## config.mk

```make
export PLATFORM = sky130hd
export DESIGN_NAME = seq_shift_add_mult_flat
export DESIGN_NICKNAME = d
export VERILOG_FILES = /design/src/rtl/seq_shift_add_mult_if.sv /design/src/rtl/seq_shift_add_mult.sv /design/src/flat_wrapper.sv
export SDC_FILE = /design/constraint.sdc
export NUM_CORES = 1
export LEC_CHECK = 0
export ABC_CLOCK_PERIOD_IN_PS = 3430
export CORE_MARGIN = 3
export CORE_UTILIZATION = 53
export CTS_CLUSTER_SIZE = 30
export DETAILED_ROUTE_END_ITERATION = 7
export GPL_TIMING_DRIVEN = 1
export PLACE_DENSITY_LB_ADDON = 0.2
export SLEW_MARGIN = 20
export SYNTH_ARGS = -nofsm -noshare
export SYNTH_HDL_FRONTEND = slang
export SYNTH_SLANG_ARGS = --single-unit
```

## constraint.sdc

```tcl
create_clock -name clk -period 3.43 [get_ports clk]
set_clock_uncertainty 0.2 [all_clocks]
set_input_delay 0.5145 -clock clk [delete_from_list [all_inputs] [get_ports clk]]
set_output_delay 0.5145 -clock clk [all_outputs]
set_load 0.05 [all_outputs]
```

## src/rtl/seq_shift_add_mult_if.sv

```systemverilog
// Operand/handshake/result bundle for the sequential shift-and-add multiplier.
// The master issues operands and start; the slave (the multiplier) returns status and results.
interface seq_shift_add_mult_if #(
  parameter int WIDTH = 8
);
  logic                 start;
  logic                 signed_mode;
  logic [WIDTH-1:0]     multiplicand;
  logic [WIDTH-1:0]     multiplier;
  logic                 busy;
  logic                 done;
  logic [2*WIDTH-1:0]   product;
  logic                 bit_out;
  logic                 bit_valid;

  modport master (
    output start, signed_mode, multiplicand, multiplier,
    input  busy, done, product, bit_out, bit_valid
  );

  modport slave (
    input  start, signed_mode, multiplicand, multiplier,
    output busy, done, product, bit_out, bit_valid
  );
endinterface

```

## src/rtl/seq_shift_add_mult.sv

```systemverilog
// Sequential shift-and-add multiplier, one partial product per cycle, signed or unsigned,
// with a start/busy/done handshake and an LSB-first serial product stream.
module seq_shift_add_mult #(
  parameter int WIDTH = 8
) (
  input  logic                clk,
  input  logic                rst,
  input  logic                clr,
  seq_shift_add_mult_if.slave bus
);

  localparam int CW = $clog2(WIDTH) + 1;
  localparam logic [CW-1:0] LAST = CW'(WIDTH - 1);
  localparam logic [CW-1:0] CMAX = '1;

  typedef enum logic [1:0] {IDLE, RUN, DONE} state_t;

  state_t                 state_q, state_d;
  logic signed [WIDTH:0]  a_q, a_d;
  logic [WIDTH-1:0]       q_q, q_d;
  logic [WIDTH-1:0]       x_q, x_d;
  logic                   mode_q, mode_d;
  logic [CW-1:0]          count_q, count_d;
  logic [2*WIDTH-1:0]     product_q, product_d;

  logic signed [WIDTH:0]  xe;
  logic signed [WIDTH:0]  addend;
  logic signed [WIDTH:0]  sum;
  logic                   last_step;
  logic                   fill;

  function automatic logic [CW-1:0] sat_inc(input logic [CW-1:0] v);
    return (v == CMAX) ? v : v + CW'(1);
  endfunction

  // Partial-product adder; the final signed step subtracts because the multiplier MSB weighs -2^(W-1)
  always_comb begin
    xe        = mode_q ? $signed({x_q[WIDTH-1], x_q}) : $signed({1'b0, x_q});
    addend    = q_q[0] ? xe : '0;
    last_step = (count_q == LAST);
    sum       = (last_step && mode_q) ? a_q - addend : a_q + addend;
    // Unsigned sums carry out into S[W], so the vacated top bit must be zero, not a sign copy
    fill      = mode_q & sum[WIDTH];
  end

  always_ff @(posedge clk or posedge rst) begin
    if (rst) begin
      state_q   <= IDLE;
      a_q       <= '0;
      q_q       <= '0;
      x_q       <= '0;
      mode_q    <= 1'b0;
      count_q   <= '0;
      product_q <= '0;
    end else begin
      state_q   <= state_d;
      a_q       <= a_d;
      q_q       <= q_d;
      x_q       <= x_d;
      mode_q    <= mode_d;
      count_q   <= count_d;
      product_q <= product_d;
    end
  end

  always_comb begin
    state_d   = state_q;
    a_d       = a_q;
    q_d       = q_q;
    x_d       = x_q;
    mode_d    = mode_q;
    count_d   = count_q;
    product_d = product_q;
    if (clr) begin
      state_d   = IDLE;
      a_d       = '0;
      q_d       = '0;
      x_d       = '0;
      mode_d    = 1'b0;
      count_d   = '0;
      product_d = '0;
    end else begin
      case (state_q)
        IDLE, DONE: begin
          if (bus.start) begin
            state_d = RUN;
            x_d     = bus.multiplicand;
            mode_d  = bus.signed_mode;
            q_d     = bus.multiplier;
            a_d     = '0;
            count_d = '0;
          end else begin
            state_d = IDLE;
          end
        end
        RUN: begin
          a_d     = $signed({fill, sum[WIDTH:1]});
          q_d     = {sum[0], q_q[WIDTH-1:1]};
          count_d = sat_inc(count_q);
          if (last_step) begin
            state_d   = DONE;
            product_d = {a_d[WIDTH-1:0], q_d};
          end
        end
        default: state_d = IDLE;
      endcase
    end
  end

  always_comb begin
    bus.busy      = (state_q == RUN);
    bus.done      = (state_q == DONE);
    bus.bit_valid = (state_q == RUN);
    bus.bit_out   = (state_q == RUN) ? sum[0] : 1'b0;
    bus.product   = product_q;
  end

endmodule
```

## src/flat_wrapper.sv

```systemverilog
// flat-port wrapper written by rule: the top's interface ports become plain ports
module seq_shift_add_mult_flat 
#(
  parameter int WIDTH = 8
)
  (clk, rst, clr, bus_start, bus_signed_mode, bus_multiplicand, bus_multiplier, bus_busy, bus_done, bus_product, bus_bit_out, bus_bit_valid);
  seq_shift_add_mult_if #(.WIDTH(WIDTH)) bus_i ();
  input  logic clk;
  input  logic rst;
  input  logic clr;
  input wire logic [$bits(bus_i.start)-1:0] bus_start;
  input wire logic [$bits(bus_i.signed_mode)-1:0] bus_signed_mode;
  input wire logic [$bits(bus_i.multiplicand)-1:0] bus_multiplicand;
  input wire logic [$bits(bus_i.multiplier)-1:0] bus_multiplier;
  output wire logic [$bits(bus_i.busy)-1:0] bus_busy;
  output wire logic [$bits(bus_i.done)-1:0] bus_done;
  output wire logic [$bits(bus_i.product)-1:0] bus_product;
  output wire logic [$bits(bus_i.bit_out)-1:0] bus_bit_out;
  output wire logic [$bits(bus_i.bit_valid)-1:0] bus_bit_valid;
  assign bus_i.start = bus_start;
  assign bus_i.signed_mode = bus_signed_mode;
  assign bus_i.multiplicand = bus_multiplicand;
  assign bus_i.multiplier = bus_multiplier;
  assign bus_busy = bus_i.busy;
  assign bus_done = bus_i.done;
  assign bus_product = bus_i.product;
  assign bus_bit_out = bus_i.bit_out;
  assign bus_bit_valid = bus_i.bit_valid;
  seq_shift_add_mult #(.WIDTH(WIDTH)) u_core (.clk(clk), .rst(rst), .clr(clr), .bus(bus_i));
endmodule
```

-- After elaboration in Yosys (flattened, before gate mapping)
Cells that the tools add are included.
W data, S select, Z words.
- bits of input ports: 21
- bits in registers: 48
- eq/ne operators: 7
- reductions and logical operators: 12
- bitwise gates (word level): 1
- $add $sub $neg: 3
- mux-type cells: 27
- operator list (cell ; count):
    $mux W16 ; 3
    $mux W9 ; 5
    $mux W8 ; 5
    $pmux W9 S2 ; 1
    $pmux W8 S2 ; 1
    $mux W4 ; 3
    $add A9 B9 Y9 ; 1
    $sub A9 B9 Y9 ; 1
    $pmux W4 S2 ; 1
    $reduce_bool A2 Y1 ; 4
    $ne A3 B3 Y1 const B ; 2
    $reduce_and A2 Y1 ; 3
    $mux W1 ; 5
    $add A4 B1 Y4 const B ; 1
    $eq A4 B3 Y1 const B ; 1
    $eq A4 B4 Y1 const B ; 1
    $mux W2 ; 2
    $pmux W2 S2 ; 1
    $ne A3 B2 Y1 const B ; 1
    $reduce_and A3 Y1 ; 1
    $reduce_bool A3 Y1 ; 1
    $eq A2 B1 Y1 const B ; 1
    $eq A2 B2 Y1 const B ; 1
    $logic_not A2 Y1 ; 1
    other kinds (3) ; 3

-- Depth between registers and ports, before layout
Gate-level depths: netlist of run 1.
- word-level depth: 7
- mapped depth: 15
- gate-level depth less buffers: 14

-- Least setup slack after synthesis of run 1
No wires, ideal clock.
- path kind: flip-flop to flip-flop
- start point: reg u_core.count_q[0]
- end point: reg u_core.a_q[8]
- path buffers: 1
- library setup time: 121 ps
- required time: 3109 ps
- stages on the path, launching flop included: 16
- setup slack: 278 ps
- arrival: 2831 ps
- period minus slack after synthesis: 3152 ps
- cells stage by stage: dfrtp_1 -> ha_1 -> and3b_2 -> and2_1 -> clkbuf_1 -> a21oi_1 -> a21oi_1 -> nand2b_1 -> o221ai_1 -> ha_1 -> a21oi_1 -> nor2b_1 -> o211ai_1 -> nand2_1 -> xor2_1 -> a32o_2
- longest elaborated chain between the ends: 6
- ends and longest elaborated chain (what ; RTL line ; source):
    from (decl) ; seq_shift_add_mult.sv:23 ; logic [CW-1:0] count_q, count_d;
    from (signal assigned) ; seq_shift_add_mult.sv:61 ; count_q <= count_d;
    $eq A4 B3 Y1 ; seq_shift_add_mult.sv:40 ; last_step = (count_q == LAST);
    $logic_and A1 B1 Y1 ; seq_shift_add_mult.sv:41 ; sum = (last_step && mode_q) ? a_q - addend : a_q + addend;
    $mux W9 ; seq_shift_add_mult.sv:41 ;
    $and A1 B1 Y1 ; seq_shift_add_mult.sv:43 ; fill = mode_q & sum[WIDTH];
    $pmux W9 S2 ; seq_shift_add_mult.sv:83 ; case (state_q)
    $mux W9 ; seq_shift_add_mult.sv:74 ; if (clr) begin
    to (signal assigned) ; seq_shift_add_mult.sv:49 ; a_q <= '0;
    to (signal assigned) ; seq_shift_add_mult.sv:57 ; a_q <= a_d;
    to (decl) ; seq_shift_add_mult.sv:19 ; logic signed [WIDTH:0] a_q, a_d;
Every way passes these cells.
A chain may end at the register's enable or synchronous reset.

-- Worst setup path after layout of run 1
Ends and elaborated chain as after synthesis.

==> impl_metrics.toml, run 1 <==
[setup_path]
crit_fanout = 6
slowest_delay_ns = 0.42
crit_slowest_cell = "dfrtp_1"
cp_cell_sequence = "ha_2, and3b_2, and2_1, a21oi_2, nor2_1, a31oi_1, o21ai_0, ha_1, nand2_1, nand2_1, a21oi_1, nand2_1, xor2_1, a32o_2"
critPathCaptureType = "register"
crit_path_frequent_cell = "nand2_1"
critical_path_arrival_ns = 3.21
r2r_cells = 14
startpoint_type = "register"
crit_type = "reg2reg"
crit_required_ns = 3.44

[sta]
timing.fmax_mhz = 312
fin_crit_ns = 3.20
rsz0062_at_grt = "false"
finalCritPeriodShare = 0.934
finalHoldViolations = 0
max_slew_margin = 0.356
setup_tns_ns = 0
worst_pin_slew_ns = 0.964
finalMaxSlewViolations = 0
finalSetupViolCount = 0

[yosys]
syn-cell-area_sq_um = 2590
synth_top_area_share = 0.463
synth_top_family_by_area = "simple AND/OR/NAND/NOR gates"
ys_seq_area_frac = 0.463
synth_cells = 284
synthAdderAreaFrac = 0.0560
synth-edff-count = 0
yosysWarnings = 0
yosys.area_share.simple = 0.200
muxShareOfSynthArea = 0.00434
ys.flop_type = "dfrtp_1"
synth_largest_area_cell = "dfrtp_1"
yosys_register_bits = 48
ys_types = 48
synth_area_leaders = "dfrtp_1 (46%), nand2_1 (9.0%), a21oi_1 (4.8%), ha_1 (4.8%), a22o_1 (4.7%)"
syn_nets = 316
ys_async_sr_fraction = 1.00
synth_compound_gate_area_share = 0.200
syn_area_per_cell_sq_um = 9.13
synth-xor-area-share = 0.0367

[die]
rows = 24
initial_utilization = 0.572
die_w_microns = 75.9
io-pin-count = 41
coreArea_sq_um = 4530
die_area_sq_um = 5770
fp.dieH_microns = 75.9

[layout]
drive_gt1_frac = 0.0917
seq_area_sq_um = 1200
diodes = 0
multi_input_area_sq_um = 1310
final_nets = 358
fillers = 364
finish.utilization = 0.704
area_growth_pct = 23.1

[routing]
ant_nets = 0
drc = 0
via_count = 2218
dr.pass1.iters = 4
wl_per_cell_microns = 14.7
avgViaCountPerCell = 5.66
drt_first_iter_violations = 123
drt_wl_total_microns = 5760

[clocking]
clk_latency_ns = 0.31
cts_tree = "built"
cts_root_buf = "clkbuf_8"
cts_buffers = 5
cts_sinks = 48
clock_path_buffers = 2
path_clk_slew_ns = 0.09
h-tree-depth = 2
cts_hold_buf = 0

[global_route]
gr-total-overflow = 0
antenna_found_initial = 0
grt_pass1_wl_microns = 9890
grt_pass1_vias = 2127
track_usage = 0.209
grt_max_degree = 49

[placement]
port_buffers = 40
hpwlAfterDp_microns = 4210
gp_congestion = 1.01

[hold_path]
holdPathStages = 1
hold_class = "reg2reg"

[run]
maxCapViolCount = 0

[pwr]
leakagePower_nw = 1.37
ir_drop_v = 0.000273
cellPowerDensity_nw_per_um2 = 434

[run_status]
outcome = "complete, no violations"
==> sequential cells by signal (all words and copies together) (netlist names) <==
register,count
u_core.a_q,9
u_core.count_q,4
u_core.mode_q,1
u_core.state_q,2
u_core.q_q,8
u_core.x_q,8
u_core.bus.product,16
==> synth_stat cells, types with 2 or more instances <==
master / number
nor2b_1: 4
nor2_1: 27
inv_1: 7
a31oi_1: 4
o21ai_0: 3
xnor2_1: 4
clkbuf_1: 11
dfrtp_1: 48
nor4_1: 2
a311oi_1: 7
nand2_1: 62
a22o_1: 14
ha_1: 10
xor2_1: 5
buf_4: 2
nor3_1: 6
o211ai_1: 4
nand2b_1: 4
o31ai_1: 3
nand3_1: 3
nor3b_1: 2
nand3b_1: 2
a21oi_1: 25
==> final cells by class <==
cell class / instances / share of cell area
clock buffers: 6 / 0.0259
flip-flops and latches: 48 / 0.376
multi-input cells: 213 / 0.409
inverters: 8 / 0.00941
clock inverters: 2 / 0.00471
well taps: 65 / 0.0255
repair buffers: 50 / 0.149
==> placed cells by master, fill, tap and decap left out, types with 2 or more instances in the layout <==
cell and instances:
o31ai_1 3, nor2b_1 4, a31oi_1 4, nand3b_1 2, a311oi_1 7, nand3_1 3, nor3b_1 2, nor2_1 27
a21boi_1 2, ha_2 2, buf_4 10, dfrtp_1 48, a22o_1 14, o211ai_1 4, xnor2_1 4, clkdlybuf4s50_1 40
inv_1 6, o21ai_0 2, xor2_1 5, o41ai_2 2, nor4_1 2, clkinvlp_4 2, a21oi_1 24, nand2b_1 4
a21oi_2 2, nor3_1 6, ha_1 8, clkbuf_8 6, nand2_1 62
==> timing repair <==
action,in CTS,in global routing
resized for setup,0,6
setup endpoints to repair,0,6
setup buffers,0,2
endpoints found under the hold margin,0,0
==> stage by stage <==
step | hold WS (ns) | instance area [sq um] | setup WS [ns] | power [W] | instances
floorplan | 0.249 | 2590 | 0.278 | 0.000919 | 284
global placement | 0.275 | 3060 | 0.228 | 0.00100 | 382
detailed placement | 0.280 | 3060 | 0.118 | 0.00101 | 382
CTS | 0.307 | 3160 | 0.0997 | 0.00137 | 390
global route | 0.334 | 3190 | 0.0354 | 0.00146 | 392
finish | 0.312 | 3190 | 0.228 | 0.00139 | 392
==> critical path, delay by kind of cell (launching register included) <==
kind	cells	cell delay, ns
and+or+nand+nor	6	0.78
DFF	1	0.42
adders and majority gates	2	0.59
xor gates and xnor gates	1	0.17
AOI/OAI and AO/OA	5	0.94
==> where the power goes <==
part	internal, W	switching (W)
Combinational	0.000178	0.000231
Clock	0.000163	0.000192
Sequential	0.000595	0.0000266
Total	0.000936	0.000450
==> worst paths after layout <==
path	from	slack (ns)	end
min in group asynchronous	rst	0.54	u_core.bus.product[2]
max reg2reg	u_core.count_q[0]	0.23	u_core.a_q[8]
min	u_core.bus.product[4]	0.31	u_core.bus.product[4]
max	u_core.count_q[0]	0.23	u_core.a_q[8]
max in group asynchronous	rst	1.88	u_core.a_q[1]
min reg2reg	u_core.bus.product[4]	0.31	u_core.bus.product[4]
==> layer usage <==
metal  global-route usage  up-vias  wire (microns)
met3               0.0415       13             319
met1                0.283     1049            2610
met2                0.333       74            2710
met4               0.0833        0             119
li1                     -     1082               -
met5                    0        -               0
==> kinds of logic after synthesis <==
| kind of cell | Yosys count |
|---|---|
| adders and majority gates | 11 |
| buffers and inverters | 23 |
| AOI/OAI and AO/OA | 73 |
| xor gates and xnor gates | 10 |
| DFF | 48 |
| and+or+nand+nor | 118 |
| muxes | 1 |
No activity file was read; power rests on OpenSTA's default activity.
==> inputs of run 2 (changes only) <==
--- a/config.mk
+++ b/config.mk
@@ -6,12 +6,13 @@
 export NUM_CORES = 1
 export LEC_CHECK = 0
 export ABC_CLOCK_PERIOD_IN_PS = 3430
-export CORE_MARGIN = 3
+export CORE_MARGIN = 4
 export CORE_UTILIZATION = 53
 export CTS_CLUSTER_SIZE = 30
 export DETAILED_ROUTE_END_ITERATION = 7
 export GPL_TIMING_DRIVEN = 1
 export PLACE_DENSITY_LB_ADDON = 0.2
+export SKIP_LAST_GASP = 1
 export SLEW_MARGIN = 20
 export SYNTH_ARGS = -nofsm -noshare
 export SYNTH_HDL_FRONTEND = slang
==> impl_metrics.toml, run 2 (synthesis results as in run 1) <==
[routing]
ant_nets = 0
drt_wl_total_microns = 5750
drc = 0
dr.pass1.iters = 4
drt_first_iter_violations = 119
avgViaCountPerCell = 5.52
wl_per_cell_microns = 14.7
via_count = 2165

[layout]
final_nets = 356
fillers = 388
largest_register_ffs = 16
layout_commonest_cell = "nand2_1"
layout_common_cells = "nand2_1 (62), dfrtp_1 (48), clkdlybuf4s50_1 (40), nor2_1 (27), a21oi_1 (23)"
area_growth_pct = 23.1
finalNonFillerCells = 392
finish.utilization = 0.675
diodes = 0
drive_gt1_frac = 0.0831

[placement]
hpwlAfterDp_microns = 4160
place_inst = 383
port_buffers = 40
gp_congestion = 0.885

[setup_path]
crit_fanout = 6
crit_start = "u_core.count_q[0]"
r2r-start = "u_core.count_q[0]"
critPathCaptureType = "register"
startpoint_type = "register"
critical_path_arrival_ns = 3.26
crit_type = "reg2reg"
crit_required_ns = 3.44

[clocking]
h-tree-depth = 2
clk_latency_ns = 0.31
cts_tree = "built"
path_clk_slew_ns = 0.10
cts_hold_buf = 0
cts_sinks = 48
clock_path_buffers = 2
cts_root_buf = "clkbuf_8"
cts_buffers = 5

[sta]
setup_tns_ns = 0
finalCritPeriodShare = 0.949
fin_crit_ns = 3.26
finalSetupViolCount = 0
max_slew_margin = 0.457
finalMaxSlewViolations = 0
worst_pin_slew_ns = 0.813
rsz0062_at_grt = "false"
finalHoldViolations = 0
timing.fmax_mhz = 307

[die]
coreArea_sq_um = 4720
io-pin-count = 41
die_area_sq_um = 6070
die_w_microns = 77.9
rows = 25
initial_utilization = 0.549
fp.dieH_microns = 77.9

[global_route]
grt_max_degree = 49
use_met3 = 0.0371
grt_use_met2 = 0.346
antenna_found_initial = 0
grt_pass1_vias = 2077
grt.busiest_layer = "met2"
grt_pass1_wl_microns = 9670
grtUsageMet1 = 0.253
track_usage = 0.199
gr-total-overflow = 0

[run]
maxCapViolCount = 0

[pwr]
cellPowerDensity_nw_per_um2 = 449
ir_drop_v = 0.000277
leakagePower_nw = 1.37

[run_status]
outcome = "complete, no violations"

[hold_path]
hold_class = "reg2reg"
hp-start = "u_core.a_q[0]"
## run 2: path summary, 6_finish.rpt
path	endpoint	slack [ns]	cells past startpoint
worst min register to register	u_core.a_q[0]	0.30	2
max in group asynchronous	u_core.a_q[5]	2.09	2
worst max register to register	u_core.a_q[8]	0.17	13
min in group asynchronous	u_core.q_q[4]	0.45	2
worst max-delay path	u_core.a_q[8]	0.17	13
worst min-delay path	u_core.a_q[0]	0.30	2
## run 2: timing repair
item	in CTS	in global routing
buffers inserted	0	1
setup endpoints to repair	0	4
resized for setup	0	3
## run 2: through the flow
step / power (W) / area (sq um) / hold WS (ns) / worst slack [ns]
floorplan: 0.000919 / 2590 / 0.249 / 0.278
global placement: 0.00101 / 3060 / 0.267 / 0.181
detailed placement: 0.00101 / 3060 / 0.279 / 0.0963
CTS: 0.00143 / 3170 / 0.304 / 0.0594
global route: 0.00151 / 3190 / 0.328 / 0.00579
finish: 0.00143 / 3190 / 0.304 / 0.175
## run 2: layout make-up
cell class / count / area, sq um / area share
clock buffers: 5 / 68.8 / 0.0216
clock inverters: 3 / 46.3 / 0.0145
inverters: 8 / 31.3 / 0.00980
multi-input cells: 213 / 1300 / 0.407
flip-flops and latches: 48 / 1200 / 0.376
well taps: 67 / 83.8 / 0.0263
repair buffers: 48 / 460 / 0.144
## run 2: power by group
group,leakage [nW],switching (W),internal [W],total [W]
combinational,0.658,0.000220,0.000167,0.000387
clock,0.0548,0.000206,0.000220,0.000425
sequential,0.657,0.0000261,0.000595,0.000621
total,1.37,0.000452,0.000982,0.00143
## run 2: critical path, cell delays in order (launching register included)
cell,delay (ns)
dfrtp_1,0.42
ha_1,0.26
and3b_2,0.27
and2_1,0.23
a21oi_2,0.16
a21oi_1,0.08
o221ai_1,0.23
ha_2,0.36
a21oi_2,0.15
nor2b_1,0.06
o211ai_1,0.19
nand2_1,0.12
xor2_1,0.17
a32o_2,0.27
## run 2: per-layer routing
metal  up-vias  wire [microns]
met5         -               0
met4         0              67
met3         7             237
met2        50            2740
met1      1027            2700
li1       1081               -
==> inputs of run 3 (changes only) <==
==> constraint.sdc (replaced) <==
create_clock -name clk -period 3.43 [get_ports clk]
set_clock_uncertainty 0.2 [all_clocks]
set_input_delay 0.8575 -clock clk [delete_from_list [all_inputs] [get_ports clk]]
set_output_delay 0.8575 -clock clk [all_outputs]
set_load 0.05 [all_outputs]
==> impl_metrics.toml, run 3 (synthesis results as in run 1) <==
[placement]
gp_congestion = 0.884
place_inst = 385
hpwlAfterDp_microns = 4330
port_buffers = 40
placed_area_sq_um = 3070

[die]
io-pin-count = 41
initial_utilization = 0.549
fp.dieH_microns = 77.9
coreArea_sq_um = 4720
die_w_microns = 77.9
die_area_sq_um = 6070
rows = 25

[setup_path]
r2r_cells = 11
crit_required_ns = 2.37
critPathCaptureType = "output port"
startpoint_type = "register"
crit_fanout = 5
critical_path_arrival_ns = 2.17
crit_type = "reg2out"

[pwr]
cellPowerDensity_nw_per_um2 = 432
ir_drop_v = 0.000248
leakagePower_nw = 1.37

[layout]
fin_area_sq_um = 3190
drive_gt1_frac = 0.0917
finalNonFillerCells = 394
area_growth_pct = 23.0
largest_register_ffs = 16
layout_commonest_cell = "nand2_1"
final_nets = 358
layout_common_cells = "nand2_1 (62), dfrtp_1 (48), clkdlybuf4s50_1 (40), nor2_1 (27), a21oi_1 (24)"
diodes = 0
finish.utilization = 0.675

[routing]
drc = 0
via_count = 2145
drt_wl_total_microns = 5890
dr.pass1.iters = 4
wl_per_cell_microns = 14.9
drt_first_iter_violations = 144
ant_nets = 0
avgViaCountPerCell = 5.44

[sta]
worst_pin_slew_ns = 0.671
fin_hold_ws_ns = 0.299
finalMaxSlewViolations = 0
fin_crit_ns = 3.23
rsz0062_at_grt = "false"
finalCritPeriodShare = 0.941
finalSetupViolCount = 0
max_slew_margin = 0.550
setup_tns_ns = 0
finalHoldViolations = 0
timing.fmax_mhz = 310

[hold_path]
hold_class = "reg2reg"
holdPathStages = 2

[global_route]
grt_max_degree = 27
gr-total-overflow = 0
antenna_found_initial = 0
track_usage = 0.206
grt_pass1_vias = 2005
grt_pass1_wl_microns = 9920

[run_status]
outcome = "complete, no violations"

[clocking]
clock_path_buffers = 2
cts_hold_buf = 0
cts_tree = "built"
cts_root_buf = "clkbuf_8"
h-tree-depth = 2
cts_buffers = 5
path_clk_slew_ns = 0.09
clk_latency_ns = 0.30
cts_sinks = 48

[run]
maxCapViolCount = 0
## run 3: final cells by class
class | instances | area (sq um)
fillers | 411 | 1540
multi-input cells | 213 | 1300
clock buffers | 6 | 82.6
clock inverters | 2 | 13.8
flip-flops and latches | 48 | 1200
well taps | 67 | 83.8
repair buffers | 50 | 475
inverters | 8 | 30.0
## run 3: where the power goes
| group | switching (W) | total [W] | internal (W) |
|---|---|---|---|
| sequential | 0.0000252 | 0.000620 | 0.000595 |
| combinational | 0.000225 | 0.000393 | 0.000168 |
| clock | 0.000199 | 0.000364 | 0.000165 |
| total | 0.000449 | 0.00138 | 0.000928 |
## run 3: routing by layer
metal  global-route usage  wire length (microns)  up-vias  share of wire
met3               0.0406                    263        6          0.045
met4               0.0524                     63        0          0.011
li1                     -                      -     1083              -
met5                    0                      0        -              0
met2                0.324                   2780       55           0.47
met1                0.292                   2780     1001           0.47
## run 3: stage by stage
step / setup WS, ns / total power (W)
after floorplan: 0.278 / 0.000919
after global placement: 0.190 / 0.00101
after detailed placement: 0.130 / 0.00101
after CTS: 0.0973 / 0.00138
after global routing: 0.0110 / 0.00146
final: 0.202 / 0.00138
## run 3: path summary, 6_finish.rpt
kind,from,to,slack (ns)
max in group asynchronous,rst,u_core.bus.product[9],1.73
hold reg to reg,u_core.a_q[0],u_core.a_q[0],0.30
min in group asynchronous,rst,u_core.bus.product[4],0.71
setup reg to reg,u_core.count_q[0],u_core.a_q[6],0.20
hold / removal,u_core.a_q[0],u_core.a_q[0],0.30
setup / recovery,u_core.q_q[0],bus_bit_out,0.20
## run 3: what timing repair did
action	4_1_cts	5_1_grt
resized for setup	0	5
endpoints found under the setup margin	0	4
buffers inserted	0	1
## run 3: worst max-delay path, cell delays in order (launching register included)
cell and delay, ns:
dfrtp_1 0.44, nand2_1 0.11, inv_1 0.05, ha_1 0.28
nor2_1 0.16, clkdlybuf4s50_1 0.83
